==> config.mk <==
export PLATFORM = sky130hd
export DESIGN_NAME = instr_fetch_unit_flat
export DESIGN_NICKNAME = d
export VERILOG_FILES = /design/src/rtl/instr_fetch_unit_pkg.sv /design/src/rtl/instr_fetch_unit_if.sv /design/src/rtl/instr_fetch_unit_fifo.sv /design/src/rtl/instr_fetch_unit.sv /design/src/flat_wrapper.sv
export SDC_FILE = /design/constraint.sdc
export NUM_CORES = 1
export LEC_CHECK = 0
export ABC_AREA = 0
export CORE_ASPECT_RATIO = 0.9
export CORE_MARGIN = 2
export CORE_UTILIZATION = 55
export DETAILED_ROUTE_END_ITERATION = 8
export GPL_ROUTABILITY_DRIVEN = 0
export PLACE_DENSITY = 0.79
export SYNTH_ARGS = -nofsm -noshare
export SYNTH_HDL_FRONTEND = slang
export SYNTH_SLANG_ARGS = --single-unit
==> constraint.sdc <==
create_clock -name clk -period 5.55 [get_ports clk]
set_input_delay 1.11 -clock clk [delete_from_list [all_inputs] [get_ports clk]]
set_output_delay 1.11 -clock clk [all_outputs]
set_load 0.02 [all_outputs]
==> src/rtl/instr_fetch_unit_pkg.sv <==
// Shared types for the fetch stage: FSM states, buffered fetch entry and the
// processor state enum used by proc.
package instr_fetch_unit_pkg;

  localparam int FE_ADDR_W = 8;
  localparam int FE_DATA_W = 8;

  typedef enum logic {
    FE_IDLE,
    FE_RUN
  } fetch_state_t;

  typedef struct packed {
    logic [FE_ADDR_W-1:0] pc;
    logic [FE_DATA_W-1:0] instr;
  } fetch_entry_t;

  typedef enum logic [1:0] {
    PS_RESET,
    PS_FETCH,
    PS_EXEC,
    PS_HALT
  } processor_state_t;

endpackage

==> src/rtl/instr_fetch_unit_if.sv <==
// Instruction-memory read port plus the valid/ready instruction stream to proc.
interface instr_fetch_unit_if #(
  parameter int ADDR_W = 8,
  parameter int DATA_W = 8
) ();

  logic              imem_req;
  logic [ADDR_W-1:0] imem_addr;
  logic [DATA_W-1:0] imem_rdata;
  logic [DATA_W-1:0] instr;
  logic [ADDR_W-1:0] instr_pc;
  logic              instr_valid;
  logic              instr_ready;

  modport master (
    output imem_req,
    output imem_addr,
    input  imem_rdata,
    output instr,
    output instr_pc,
    output instr_valid,
    input  instr_ready
  );

  modport slave (
    input  imem_req,
    input  imem_addr,
    output imem_rdata,
    input  instr,
    input  instr_pc,
    input  instr_valid,
    output instr_ready
  );

endinterface

==> src/rtl/instr_fetch_unit_fifo.sv <==
// Prefetch buffer of PC-tagged instructions; pointers carry a wrap bit so
// full and empty are distinguishable without a separate counter.
module instr_fetch_unit_fifo
  import instr_fetch_unit_pkg::*;
#(
  parameter int BUF_DEPTH = 4,
  localparam int AW       = $clog2(BUF_DEPTH)
) (
  input  logic         clk,
  input  logic         rst,
  input  logic         i_push,
  input  fetch_entry_t i_entry,
  input  logic         i_pop,
  input  logic         i_flush,
  output fetch_entry_t o_head,
  output logic [AW:0]  o_count,
  output logic         o_empty
);

  fetch_entry_t r_mem [BUF_DEPTH];
  logic [AW:0]  r_wr_ptr;
  logic [AW:0]  r_rd_ptr;

  always_ff @(posedge clk) begin
    if (rst || i_flush) begin
      r_wr_ptr <= '0;
      r_rd_ptr <= '0;
    end else begin
      if (i_push) r_wr_ptr <= r_wr_ptr + (AW+1)'(1);
      if (i_pop)  r_rd_ptr <= r_rd_ptr + (AW+1)'(1);
    end
  end

  always_ff @(posedge clk) begin
    if (i_push) r_mem[r_wr_ptr[AW-1:0]] <= i_entry;
  end

  assign o_head  = r_mem[r_rd_ptr[AW-1:0]];
  assign o_count = r_wr_ptr - r_rd_ptr;
  assign o_empty = (r_wr_ptr == r_rd_ptr);

endmodule

==> src/rtl/instr_fetch_unit.sv <==
// Fetch stage: owns the PC, issues single-cycle-latency reads to instruction
// memory and queues the PC-tagged results for proc; redirect flushes everything.
module instr_fetch_unit
  import instr_fetch_unit_pkg::*;
#(
  parameter int ADDR_W    = FE_ADDR_W,
  parameter int DATA_W    = FE_DATA_W,
  parameter int BUF_DEPTH = 4
) (
  input  logic              clk,
  input  logic              rst,
  input  logic              fetch_en,
  input  logic              redirect,
  input  logic [ADDR_W-1:0] redirect_pc,
  instr_fetch_unit_if.master bus
);

  localparam int CW = $clog2(BUF_DEPTH) + 1;
  localparam logic [CW:0] DEPTH_C = (CW+1)'(BUF_DEPTH);

  fetch_state_t      r_state;
  fetch_state_t      w_state_nxt;
  logic [ADDR_W-1:0] r_pc;
  logic              r_inflight;
  logic [ADDR_W-1:0] r_tag_pc;
  logic              w_issue;
  logic              w_pop;
  logic              w_push;
  logic [CW:0]       w_occ;
  logic [CW-1:0]     w_count;
  logic              w_empty;
  fetch_entry_t      w_head;
  fetch_entry_t      w_entry;

  assign w_pop = !w_empty && bus.instr_ready;
  // Occupancy counts the in-flight read so a returning byte always has a slot.
  assign w_occ = {1'b0, w_count} + (CW+1)'(r_inflight) - (CW+1)'(w_pop);

  always_comb begin
    w_state_nxt = r_state;
    w_issue     = 1'b0;
    case (r_state)
      FE_IDLE: begin
        if (fetch_en) w_state_nxt = FE_RUN;
      end
      FE_RUN: begin
        if (!fetch_en) w_state_nxt = FE_IDLE;
        w_issue = !redirect && (w_occ < DEPTH_C);
      end
      default: w_state_nxt = FE_IDLE;
    endcase
  end

  always_ff @(posedge clk) begin
    if (rst) begin
      r_state    <= FE_IDLE;
      r_pc       <= '0;
      r_inflight <= 1'b0;
    end else begin
      r_state    <= w_state_nxt;
      r_inflight <= w_issue;
      if (redirect)     r_pc <= redirect_pc;
      else if (w_issue) r_pc <= r_pc + ADDR_W'(1);
    end
  end

  always_ff @(posedge clk) begin
    if (w_issue) r_tag_pc <= r_pc;
  end

  // Return stage: a redirect in the return cycle discards the stale byte.
  assign w_push        = r_inflight && !redirect;
  assign w_entry.pc    = r_tag_pc;
  assign w_entry.instr = bus.imem_rdata;

  instr_fetch_unit_fifo #(
    .BUF_DEPTH (BUF_DEPTH)
  ) u_fifo (
    .clk     (clk),
    .rst     (rst),
    .i_push  (w_push),
    .i_entry (w_entry),
    .i_pop   (w_pop),
    .i_flush (redirect),
    .o_head  (w_head),
    .o_count (w_count),
    .o_empty (w_empty)
  );

  assign bus.imem_req    = w_issue;
  assign bus.imem_addr   = w_issue ? r_pc : '0;
  assign bus.instr_valid = !w_empty;
  assign bus.instr       = w_empty ? '0 : w_head.instr;
  assign bus.instr_pc    = w_empty ? '0 : w_head.pc;

endmodule

==> src/flat_wrapper.sv <==
// flat-port wrapper written by rule: the top's interface ports become plain ports
module instr_fetch_unit_flat import instr_fetch_unit_pkg::*;
#(
  parameter int ADDR_W    = FE_ADDR_W,
  parameter int DATA_W    = FE_DATA_W,
  parameter int BUF_DEPTH = 4
)
  (clk, rst, fetch_en, redirect, redirect_pc, bus_imem_req, bus_imem_addr, bus_imem_rdata, bus_instr, bus_instr_pc, bus_instr_valid, bus_instr_ready);
  instr_fetch_unit_if #(.ADDR_W(ADDR_W), .DATA_W(DATA_W)) bus_i ();
  input  logic clk;
  input  logic rst;
  input  logic fetch_en;
  input  logic redirect;
  input  logic [ADDR_W-1:0] redirect_pc;
  output wire logic [$bits(bus_i.imem_req)-1:0] bus_imem_req;
  output wire logic [$bits(bus_i.imem_addr)-1:0] bus_imem_addr;
  input wire logic [$bits(bus_i.imem_rdata)-1:0] bus_imem_rdata;
  output wire logic [$bits(bus_i.instr)-1:0] bus_instr;
  output wire logic [$bits(bus_i.instr_pc)-1:0] bus_instr_pc;
  output wire logic [$bits(bus_i.instr_valid)-1:0] bus_instr_valid;
  input wire logic [$bits(bus_i.instr_ready)-1:0] bus_instr_ready;
  assign bus_imem_req = bus_i.imem_req;
  assign bus_imem_addr = bus_i.imem_addr;
  assign bus_i.imem_rdata = bus_imem_rdata;
  assign bus_instr = bus_i.instr;
  assign bus_instr_pc = bus_i.instr_pc;
  assign bus_instr_valid = bus_i.instr_valid;
  assign bus_i.instr_ready = bus_instr_ready;
  instr_fetch_unit #(.ADDR_W(ADDR_W), .DATA_W(DATA_W), .BUF_DEPTH(BUF_DEPTH)) u_core (.clk(clk), .rst(rst), .fetch_en(fetch_en), .redirect(redirect), .redirect_pc(redirect_pc), .bus(bus_i));
endmodule
==> flow_summary_export.csv <==
group,metric,value,unit
synthesis,async_flop_share,0,
global_routing,grt_use_total,0.183,
synthesis,ys.flop_type,"edfxtp_1",
floorplan,rows,28,
global_routing,grt_pass1_vias,2088,
run_status,status,"finished, final reports clean",
setup_path,worstSetupPathType,"in2out",
cts,clk_pin_slew,0.08,ns
setup_path,required,4.44,ns
cts,clock_path_buffers,2,
hold_path,min-delay-path-class,"reg2reg",
floorplan,initial_core_util,0.570,
cts,clk_latency,0.34,ns
route,drc_errors,0,
route,wl,6370,um
cts,htree_levels,3,
setup_path,worst_r2r_endpoint,"u_core.r_pc[0]",
setup_path,worstPathCellList,"clkdlybuf4s50_1, and2_1, ha_1, inv_1, ha_1, nor3b_1, o211ai_1, o41ai_2, and3_2, and2_1, clkdlybuf4s50_1",
route,detail-route-antenna-nets,0,
sta,finalMaxSlewViolations,0,
setup_path,cpPeakStageDelay,0.60,ns
cells_and_area,final_common_cell,"edfxtp_1",
sta,worst_slew_pin_slew,1.06,ns
floorplan,core_area,0.00662,mm^2
synthesis,ys_warn_count,0,
route,num_vias,2105,
cells_and_area,fin_nets,319,
sta,maxSlewHeadroom,0.292,
synthesis,netlist_area,0.00378,mm^2
global_routing,overflow,0,
setup_path,cp-end-kind,"output port",
hold_path,min-delay-start,"u_core.r_tag_pc[7]",
power_and_ir_drop,p_leak,1.51,nW
setup_path,cp.arrival,4.19,ns
cells_and_area,drive_gt1_frac,0.131,
hold_path,whs_endpoint,"u_core.u_fifo.r_mem[1][15]",
synthesis,ys_ff_latch,90,
sta,finalSetupViolCount,0,
sta,skew,0.00479,ns
power_and_ir_drop,vdd_drop_max,0.178,mV
flow_run,cap_violations,0,
cells_and_area,layout_common_cells,"edfxtp_1, clkdlybuf4s50_1, and2_1, dfxtp_1, mux4_2",
cts,cts_made_buffers,9,
cts,cts.sinks,90,
cells_and_area,area_growth_syn_to_layout,20.8,%
global_routing,antenna_found_initial,0,
synthesis,synth_edf_count,72,
setup_path,reg2reg_setup_slack,2.26,ns
route,drtIter0Drc,136,
cts,cts_tree,"yes",
sta,tns,0,ns
floorplan,die_area,0.00755,mm^2
setup_path,start_kind,"input pin",
sta,rsz0062_at_grt,"false",
placed_design,io_buffers,46,
synthesis,ys_seq_area_frac,0.668,
hold_path,hold_depth,0,
sta,fin_crit_sh,0.956,
global_routing,grt_max_degree,20,
route,wire_per_inst,16.7,um
floorplan,die_h,82.6,um
route,first_pass_iters,4,
setup_path,crit_slowest_cell,"clkdlybuf4s50_1",
synthesis,syn-num-nets,272,
synthesis,synth.distinct_cells,36,
setup_path,cp_max_fo,13,
floorplan,num_io_pins,47,
synthesis,synthCells,239,
route,via_per_inst,5.52,
sta,fin_worst_hold_slack,0.512,ns
setup_path,r2r_start,"u_core.u_fifo.r_wr_ptr[0]",
power_and_ir_drop,power_density,287,mW/mm^2
placed_design,dp_hpwl,4220,um
placed_design,place_area,0.00432,mm^2
sta,hold_viol,0,
cts,hold_buffers,0,
cts,cts.repair_timing.setup_buffer_count,0,
cells_and_area,final_cell_area,0.00456,mm^2
floorplan,die_w,91.4,um
sta,layout_min_cycle_time,5.30,ns
synthesis,syn_avg_cell_area,15.8,um^2
cts,clockRootBuffer,"clkbuf_8",
setup_path,r2r_cells,13,
sta,fmax,189,MHz
global_routing,grt_first_pass_wirelength,10400,um
cells_and_area,n_antenna_cell,0,
## cells in the mapped netlist, types with 3 or more instances
cell type  number  area share
edfxtp_1       72        0.57
and2_1         25       0.041
dfxtp_1        18       0.095
mux4_2         16       0.095
nor2_1         14       0.014
ha_1           11       0.036
inv_1          11       0.011
clkbuf_1        9      0.0089
and3_1          8       0.013
a311oi_1        6       0.014
nand2_1         5      0.0050
xnor2_1         4      0.0093
a21oi_1         3      0.0040
buf_1           3      0.0030
nand3_1         3      0.0040
nand4_1         3      0.0050
o21ai_0         3      0.0040
or3_1           3      0.0050
## worst max path at each step
stage | start | end | slack, ns | cells past startpoint
floorplan | bus_instr_ready | bus_imem_addr[0] | 0.96 | 10
CTS | bus_instr_ready | bus_imem_addr[3] | 0.07 | 11
detailed placement | bus_instr_ready | bus_imem_addr[2] | 0.09 | 11
global placement | bus_instr_ready | bus_imem_addr[7] | 0.22 | 11
finish | bus_instr_ready | bus_imem_addr[3] | 0.25 | 11
global route | bus_instr_ready | bus_imem_addr[3] | 0.02 | 11
## per-layer routing
metal	wire length [um]	GRT usage	up-vias
li1	-	-	1001
met1	2780	0.227	1046
met2	3310	0.331	52
met3	229	0.0281	6
met4	51	0.0727	0
met5	0	0	-
## registers in the layout (all words and copies together) (netlist names), named ones only
signal and cells:
u_core.u_fifo.r_mem 64, u_core.r_pc 8, u_core.r_tag_pc 8, u_core.u_fifo.r_rd_ptr 3, u_core.u_fifo.r_wr_ptr 3, u_core.r_inflight 1, u_core.r_state 1
## stage by stage
| stage | util | std cells | total power [mW] | setup slack (ns) |
|---|---|---|---|---|
| after floorplan | - | 239 | 0.782 | 0.957 |
| after global placement | 0.652 | 365 | 0.811 | 0.216 |
| after detailed placement | 0.652 | 365 | 0.813 | 0.0934 |
| after CTS | 0.689 | 381 | 1.32 | 0.0745 |
| after global routing | 0.689 | 381 | 1.35 | 0.0209 |
| final | 0.689 | 381 | 1.31 | 0.245 |
## power breakdown
group / switching [mW] / total (mW) / internal (mW)
Sequential: 0.0109 / 0.745 / 0.734
Clock: 0.213 / 0.512 / 0.299
Combinational: 0.0247 / 0.0531 / 0.0285
## kinds of logic (layout without fill, tap and decap cells)
group,Yosys count,after routing,synth area share
AND/OR/NAND/NOR,68,68,0.100
flip-flops,90,90,0.668
AO/OA/AOI/OAI,22,22,0.0494
multiplexers,17,17,0.0980
adder cells (fa/ha/maj),12,12,0.0417
XOR/XNOR,7,7,0.0202
buffers and inverters,23,75,0.0229
## layout make-up
| class | instances | area (um^2) |
|---|---|---|
| inverter | 11 | 41.3 |
| multi-input combinational | 126 | 1170 |
| timing repair buffer | 48 | 475 |
| fill | 446 | 2060 |
| sequential | 90 | 2520 |
| clock inverter | 7 | 116 |
| clock buffer | 9 | 124 |
| tap | 90 | 113 |
## what timing repair did
item | CTS | global route
setup endpoints to repair | 0 | 8
gates resized for setup | 0 | 1
endpoints found under the hold margin | 0 | 0
## critical path: cells and delay by family
family,cells,cell delay (ns)
AOI/OAI and AO/OA,2,0.34
adders and majority gates,2,0.41
buffers and inverters,3,1.15
and+or+nand+nor,4,1.16
No activity file was read; power rests on OpenSTA's default activity.
